**config.mk**
```make
export PLATFORM = sky130hd
export DESIGN_NAME = mmc_chan_cmd_sched
export DESIGN_NICKNAME = d
export VERILOG_FILES = /design/src/rtl/mmc_chan_cmd_sched.sv
export SDC_FILE = /design/constraint.sdc
export NUM_CORES = 1
export LEC_CHECK = 0
export CAP_MARGIN = 25
export CORE_MARGIN = 2
export CORE_UTILIZATION = 53
export CTS_CLUSTER_SIZE = 16
export DETAILED_ROUTE_END_ITERATION = 8
export PLACE_DENSITY_LB_ADDON = 0.12
export SYNTH_ARGS = -nofsm -noshare
export SYNTH_HDL_FRONTEND = slang
export SYNTH_SLANG_ARGS = --single-unit
```
**constraint.sdc**
```tcl
create_clock -name clk -period 7.5 [get_ports clk]
set_clock_uncertainty 0.1 [all_clocks]
set_input_delay 2.25 -clock clk [delete_from_list [all_inputs] [get_ports clk]]
set_output_delay 2.25 -clock clk [all_outputs]
set_load 0.03 [all_outputs]
```
**src/rtl/mmc_chan_cmd_sched.sv**
```systemverilog
`default_nettype none
// ---------------------------------------------------------------------------
// mmc_chan_cmd_sched : per-channel round-robin DRAM command scheduler (rev 1.0)
// ---------------------------------------------------------------------------
module mmc_chan_cmd_sched #(
    parameter int NUM_REQ   = 2,
    parameter int NUM_BANKS = 32,
    parameter int BANK_W    = 5,
    parameter int ADDR_W    = 13,
    parameter int T_BANK    = 4,
    parameter int T_WTR     = 2
) (
    input  logic                      clk,
    input  logic                      reset_poweron,
    input  logic                      dfi__mmc__init_done,
    input  logic [NUM_REQ-1:0]        req__sched__valid,
    input  logic [NUM_REQ-1:0]        req__sched__wr,
    input  logic [NUM_REQ*BANK_W-1:0] req__sched__bank,
    input  logic [NUM_REQ*ADDR_W-1:0] req__sched__addr,
    output logic [NUM_REQ-1:0]        sched__req__ready,
    output logic                      mmc__dfi__cs,
    output logic                      mmc__dfi__cmd1,
    output logic                      mmc__dfi__cmd0,
    output logic [BANK_W-1:0]         mmc__dfi__bank,
    output logic [ADDR_W-1:0]         mmc__dfi__addr,
    output logic                      sched__busy
);
    localparam int PTR_W = (NUM_REQ > 2) ? 2 : 1;

    typedef enum logic [0:0] {
        WAIT_INIT = 1'b0,
        RUN       = 1'b1
    } state_t;

    state_t              state_q, state_d;
    logic [PTR_W-1:0]    ptr_q, ptr_d;
    logic [3:0]          bank_timer_q [NUM_BANKS];
    logic [3:0]          bank_timer_d [NUM_BANKS];
    logic [2:0]          wtr_q, wtr_d;
    logic                cs_q, cs_d, cmd1_q, cmd1_d, cmd0_q, cmd0_d, busy_q, busy_d;
    logic [BANK_W-1:0]   bank_q, bank_d;
    logic [ADDR_W-1:0]   addr_q, addr_d;

    logic [NUM_REQ-1:0]  elig;
    logic                gnt_vld;
    logic [PTR_W-1:0]    gnt_idx;
    logic                gnt_wr;
    logic [BANK_W-1:0]   gnt_bank;
    logic [ADDR_W-1:0]   gnt_addr;

    // A timer at 1 expires on this edge, so the bank (or read path) may be
    // granted now; this makes a grant-to-grant spacing of exactly T cycles.
    always_comb begin
        for (int i = 0; i < NUM_REQ; i++) begin
            elig[i] = req__sched__valid[i]
                   && (bank_timer_q[req__sched__bank[i*BANK_W +: BANK_W]] <= 4'd1)
                   && (req__sched__wr[i] || (wtr_q <= 3'd1));
        end
    end

    always_comb begin
        gnt_vld = 1'b0;
        gnt_idx = '0;
        for (int k = 0; k < NUM_REQ; k++) begin
            if (!gnt_vld && (state_q == RUN) && dfi__mmc__init_done
                && elig[(int'(ptr_q) + k) % NUM_REQ]) begin
                gnt_vld = 1'b1;
                gnt_idx = PTR_W'((int'(ptr_q) + k) % NUM_REQ);
            end
        end
    end

    assign gnt_wr            = req__sched__wr[gnt_idx];
    assign gnt_bank          = req__sched__bank[gnt_idx*BANK_W +: BANK_W];
    assign gnt_addr          = req__sched__addr[gnt_idx*ADDR_W +: ADDR_W];
    assign sched__req__ready = gnt_vld ? (NUM_REQ'(1) << gnt_idx) : '0;

    always_comb begin
        state_d = state_q;
        case (state_q)
            WAIT_INIT: if (dfi__mmc__init_done)  state_d = RUN;
            RUN:       if (!dfi__mmc__init_done) state_d = WAIT_INIT;
        endcase

        ptr_d  = gnt_vld ? PTR_W'((int'(gnt_idx) + 1) % NUM_REQ) : ptr_q;
        busy_d = 1'b0;
        for (int b = 0; b < NUM_BANKS; b++) begin
            bank_timer_d[b] = (bank_timer_q[b] != 4'd0) ? bank_timer_q[b] - 4'd1 : 4'd0;
            if (gnt_vld && (gnt_bank == BANK_W'(b))) bank_timer_d[b] = 4'(T_BANK);
            busy_d = busy_d | (bank_timer_d[b] != 4'd0);
        end

        wtr_d = (wtr_q != 3'd0) ? wtr_q - 3'd1 : 3'd0;
        if (gnt_vld && gnt_wr) wtr_d = 3'(T_WTR);
        busy_d = busy_d | (wtr_d != 3'd0);

        cs_d   = gnt_vld;
        cmd1_d = gnt_vld & gnt_wr;
        cmd0_d = gnt_vld & ~gnt_wr;
        bank_d = gnt_vld ? gnt_bank : bank_q;
        addr_d = gnt_vld ? gnt_addr : addr_q;
    end

    always_ff @(posedge clk or negedge reset_poweron) begin
        if (!reset_poweron) begin
            state_q <= WAIT_INIT;
            ptr_q   <= '0;
            for (int b = 0; b < NUM_BANKS; b++) bank_timer_q[b] <= 4'd0;
            wtr_q   <= 3'd0;
            cs_q    <= 1'b0;
            cmd1_q  <= 1'b0;
            cmd0_q  <= 1'b0;
            bank_q  <= '0;
            addr_q  <= '0;
            busy_q  <= 1'b0;
        end else begin
            state_q      <= state_d;
            ptr_q        <= ptr_d;
            bank_timer_q <= bank_timer_d;
            wtr_q        <= wtr_d;
            cs_q         <= cs_d;
            cmd1_q       <= cmd1_d;
            cmd0_q       <= cmd0_d;
            bank_q       <= bank_d;
            addr_q       <= addr_d;
            busy_q       <= busy_d;
        end
    end

    assign mmc__dfi__cs   = cs_q;
    assign mmc__dfi__cmd1 = cmd1_q;
    assign mmc__dfi__cmd0 = cmd0_q;
    assign mmc__dfi__bank = bank_q;
    assign mmc__dfi__addr = addr_q;
    assign sched__busy    = busy_q;

endmodule
`default_nettype wire
```
==> Word level (Yosys, flattened, before mapping) <==
Cells that the tools add are included.
{ "word_totals": {"regBits": 155, "input_bits": 43, "out_inout_bits": 24, "elab_cells": 355} }
{ "classes": {"add_sub_neg": 35, "n_mul": 2, "order_cmp": 8, "n_eq_ne": 31, "n_shift": 3, "muxes": 85, "bitwise_logic": 38, "reduce_logical": 112} }
{ "ops": {"columns": ["cell", "n"], "rows": [
  ["2-to-1 mux 4 bit", 68],
  ["nonzero test 4 bit", 64],
  ["subtractor 4 x 1 -> 4 bit (second input constant)", 32],
  ["== test 5 bit (second input constant)", 16],
  ["logical AND 1 bit", 42],
  ["binary-select mux 4 bit (select 5 bit)", 2],
  ["== test 5 x 4 -> 1 bit (second input constant)", 8],
  ["OR 1 bit", 32],
  ["indexed part select 26 x 6 -> 13 bit", 1],
  ["== test 5 x 3 -> 1 bit (second input constant)", 4],
  ["greater-or-equal comparator 6 bit (second input constant)", 2],
  ["2-to-1 mux 1 bit", 12],
  ["NOT 5 -> 6 bit", 2],
  ["== test 5 x 2 -> 1 bit (second input constant)", 2],
  ["indexed part select 10 x 5 -> 5 bit", 1],
  ["<= comparator 4 x 1 -> 1 bit (second input constant)", 2],
  ["2-to-1 mux 3 bit", 2],
  ["nonzero test 3 bit", 2],
  ["== test 5 x 1 -> 1 bit (second input constant)", 1],
  ["zero test 5 bit", 1],
  ["multiplier 1 x 4 -> 5 bit (second input constant)", 1],
  ["< comparator 1 x 2 -> 1 bit (second input constant)", 2],
  ["multiplier 1 x 3 -> 4 bit (second input constant)", 1],
  ["<= comparator 3 x 1 -> 1 bit (second input constant)", 1],
  ["other kinds (10)", 13]
]} }

==> Longest topological paths before layout <==
{ "logic_depth": {"ltp_word": 54, "ltp_mapped": 16, "mapped_depth_nobuf": 13} }

==> Least setup slack after synthesis <==
OpenSTA, ideal clock, no wires.
{ "synth_path": {"kind": "in2out", "start": "in req__sched__bank[1]", "end": "out sched__req__ready[1]", "arrival_time_ns": 4.071, "t_required_ns": 5.150, "setup_slack_ns": 1.079, "path_stages": 11, "path_buffers": 4, "cell_sequence": "buf_6 -> buf_8 -> nor3_2 -> a21oi_1 -> o31ai_2 -> a22oi_2 -> or4_1 -> buf_4 -> nand2_2 -> buf_6 -> inv_2"} }
{ "synth_via": {"elab_chain_cells": 18, "elab_cells_between_ends": 23, "classes_between": "1 x order compare; 1 x shift; 13 x mux; 1 x bitwise; 7 x reduce/logical"} }
{ "synth_rtl": {"columns": ["element", "line", "source"], "rows": [
  ["start, declared", "18", "input logic [NUM_REQ*BANK_W-1:0] req__sched__bank,"],
  ["NOT 5 -> 6 bit (not written as such) (*)", "56", "&& (bank_timer_q[req__sched__bank[i*BANK_W +: BANK_W]] <= 4'd1)"],
  ["binary-select mux 4 bit (select 5 bit) (*)", "56", null],
  ["2-to-1 mux 4 bit (not written as such) (*) (2 in a row)", "56", null],
  ["<= comparator 4 x 1 -> 1 bit (*)", "56", null],
  ["logical AND 1 bit (*)", "56", null],
  ["logical AND 1 bit (*)", "57", "&& (req__sched__wr[i] || (wtr_q <= 3'd1));"],
  ["2-to-1 mux 1 bit (not written as such) (2 in a row)", "66", "&& elig[(int'(ptr_q) + k) % NUM_REQ]) begin"],
  ["logical AND 1 bit", "66", null],
  ["2-to-1 mux 1 bit", "65", "if (!gnt_vld && (state_q == RUN) && dfi__mmc__init_done"],
  ["zero test 1 bit", "65", null],
  ["logical AND 1 bit (2 in a row)", "65", null],
  ["logical AND 1 bit", "66", null],
  ["2-to-1 mux 1 bit", "65", null],
  ["left shift 1 x 1 -> 2 bit", "76", "assign sched__req__ready = gnt_vld ? (NUM_REQ'(1) << gnt_idx) : '0;"],
  ["2-to-1 mux 2 bit (*)", "76", null],
  ["end, declared", "20", "output logic [NUM_REQ-1:0] sched__req__ready,"]
]} }
Mark *: on every way between the ends. The rest lies on a longest branch, timed or not. The select of a mux whose other input is x is not followed.

==> Worst setup path after layout <==
Same ends and word-level chain as after synthesis.

==> impl_metrics.tcl <==
set metrics [dict create \
    relSlewSlack_pct 25.6 \
    synth_area_mm2 0.00949 \
    cts_sinks 155 \
    cp.arrival_ps 5020 \
    synth_nets 1158 \
    rsz0062_at_grt "no" \
    grt_pass1_wl_um 48100 \
    setup_tns_ps 0 \
    drive_gt1_share_pct 10.1 \
    synth_seq_cells 155 \
    cts_max_level 4 \
    ff2ff_setup_slack_ps 2880 \
    diodes 0 \
    slew_viol_final 0 \
    multi_input_area_mm2 0.00504 \
    ant_nets 0 \
    cp_common_cell "clkdlybuf4s50_1" \
    worstSkewPairLatency_ps 440 \
    globalplace.congestion 1.04 \
    via_per_inst 6.22 \
    timing.final.crit_share_pct 98.2 \
    ys_seq_area_share_pct 40.9 \
    path_class "in -> out" \
    max_freq_mhz 136 \
    p_per_area_mw_per_mm2 448 \
    coreArea_mm2 0.0174 \
    start_util_pct 54.5 \
    slowest_stage "clkdlybuf4s50_1" \
    cts_buffer_depth 2 \
    finalHoldViolCount 0 \
    async_flop_share_pct 100 \
    cts_buffers 17 \
    finalSetupViolCount 0 \
    rows 48 \
    grt_pass1_vias 8482 \
    die_h_um 138 \
    finalCriticalPeriod_ps 7370 \
    avgRoutedWirePerCell_um 22.1 \
    endpoint_kind "output pin" \
    synthFlopType "dfrtp_1" \
    max_stage_delay_ps 670 \
    cp_data_required_time_ps 5150 \
    die_w_um 138 \
    grt_max_degree 69 \
    worst_hold_slack_ps 348 \
    crit_fanout 28 \
    portBuffers 66 \
    ys_warn_count 0 \
    outcome "finished, final reports clean" \
    post_cts.repair.setup_buffers 0 \
    fillers 1515 \
    ir_drop_mv 0.292 \
    final_area_mm2 0.0112 \
    post_dp_cell_area_mm2 0.0106 \
    firstDrtPassIters 7 \
    path_cells "clkdlybuf4s50_1 -> buf_12 -> nand2b_1 -> nor4_1 -> o41a_1 -> o32ai_4 -> or4_1 -> nand2_2 -> inv_2 -> clkdlybuf4s50_1" \
    register_area_mm2 0.00388 \
    synth_edf_count 0 \
    yosysUniqueCellTypes 80 \
    drc_errors 0 \
    area_growth_syn_to_layout_pct 18.0 \
    cellLeakagePower_nw 5.12 \
    wirelength_um 31400 \
    grt_use_total_pct 34.7 \
    antenna_found_initial 2 \
    fp.dieArea_mm2 0.0190 \
    nNetsFinal 1256 \
    cp-start-kind "primary input" \
    overflow 0 \
    clk_pin_slew_worst_paths_ps 70 \
    maxCapViolCount 0 \
    root_buffer "clkbuf_16" \
    worstMarginPinSlew_ps 1100 \
    crit_start "req__sched__bank[1]" \
    drt-initial-drc-count 778 \
    cts_tree "yes" \
    vias 8814 \
    synthCells 1081 \
    min_from "bank_timer_q[112]$_DFF_PN0_" \
    io_pins 67 \
    hold_class "reg -> reg" \
    pre_cts_ws_ps 157 \
    syn_area_per_cell_um2 8.78 \
    setup_slack_ps 135 \
    r2r-start "bank_timer_q[47]$_DFF_PN0_" \
    dp_hpwl_um 24300 \
]
[area by class of cell]
type	count	share of cell area, %
Multi-Input combinational cell	787	45.0
Sequential cell	155	34.6
Timing Repair Buffer	110	9.04
Clock buffer	18	3.92
Inverter	108	3.62
Tap cell	225	2.51
Clock inverter	14	1.31
[path summary, 6_finish.rpt]
| check | cells after the start | end |
|---|---|---|
| worst max-delay path | 10 | sched__req__ready[1] |
| worst min-delay path | 1 | bank_timer_q[112]$_DFF_PN0_ |
| worst max register to register | 12 | sched__busy$_DFF_PN0_ |
| worst min register to register | 1 | bank_timer_q[112]$_DFF_PN0_ |
| max in group asynchronous | 2 | bank_timer_q[30]$_DFF_PN0_ |
| min in group asynchronous | 1 | bank_timer_q[99]$_DFF_PN0_ |
[state kept, by name (all words and copies together), names as in the netlist]
signal / flops
bank_timer_q: 128
mmc__dfi__addr: 13
mmc__dfi__bank: 5
wtr_q: 3
mmc__dfi__cmd0: 1
mmc__dfi__cmd1: 1
mmc__dfi__cs: 1
ptr_q: 1
sched__busy: 1
state_q: 1
[worst max-delay path, delay by kind of cell]
| family | cells | cell delay, ps |
|---|---|---|
| compound gates | 2 | 760 |
| buf+inv | 4 | 1420 |
| simple gates | 4 | 560 |
[layer usage]
layer  up-vias  share of wire (%)  track usage [%]
met5         -              0.035                0
met4         2                5.1             17.0
met3       110                9.7             11.4
met2       373                 44             52.3
met1      4192                 41             45.0
li1       4137                  -                -
[cell usage after synthesis (all sizes together) (5+ instances only)]
cell    number  area, um^2
o32ai        5        62.6
nor2b       46         288
clkbuf      10        37.5
o221ai       6        52.6
mux2i       24         240
a211oi      11        82.6
nand2       55         211
or4          5        41.3
o22ai       10        62.6
o21ai       43         215
mux2         8        90.1
or3         30         188
nor2        94         355
a21o         9        67.6
dfrtp      155        3880
nand2b      21         131
o211ai       9        67.6
and2        17         109
a21oi       81         405
nor3b        8        60.1
nand3       15        92.6
a211o       15         131
nor3       100         510
buf         21         143
nor4        33         231
inv        107         402
a22oi        8        83.8
a31oi       13        81.3
nand4       15         100
or2          9        56.3
ha          34         425
[where the power goes]
part	leakage (nW)	total (mW)	switching (mW)	internal, mW
clock	0.277	0.873	0.394	0.478
sequential	1.91	1.66	0.424	1.23
combinational	2.93	2.49	1.46	1.03
[kinds of logic (layout without fill, tap and decap cells)]
kind of cell             Yosys count  after routing  synth area share [%]
AO/OA/AOI/OAI                    258            258                  18.4
buffers and inverters            139            250                  6.17
flip-flops                       155            155                  40.9
AND/OR/NAND/NOR                  461            461                  26.1
adder cells (fa/ha/maj)           34             34                  4.48
multiplexers                      34             34                  3.99
[timing repair]
item,CTS,global route
hold buffers,0,0
endpoints found under the setup margin,0,1
gates resized for setup,0,1
[stage by stage]
step | utilization (%) | total power, mW | std cells
6_report | 64.3 | 5.02 | 1417
5_1_grt | 64.3 | 5.39 | 1417
4_1_cts | 64.3 | 4.98 | 1416
3_5_place_dp | 60.9 | 4.09 | 1384
3_3_place_gp | 60.9 | 4.04 | 1384
2_1_floorplan | - | 3.24 | 1081
[layout by cell type (no fill, tap or decap), drive strengths merged, types with 17 or more instances in the layout]
cell type and instances:
clkdlybuf4s50 64, inv 116, nor2b 46, nor2 94, dfrtp 155, buf 46, ha 34, a21oi 81
nand2b 21, mux2i 24, o21ai 43, nand2 55, and2 17, or3 30, nor3 100, clkbuf 18
nor4 33
No activity file was read; power rests on OpenSTA's default activity.
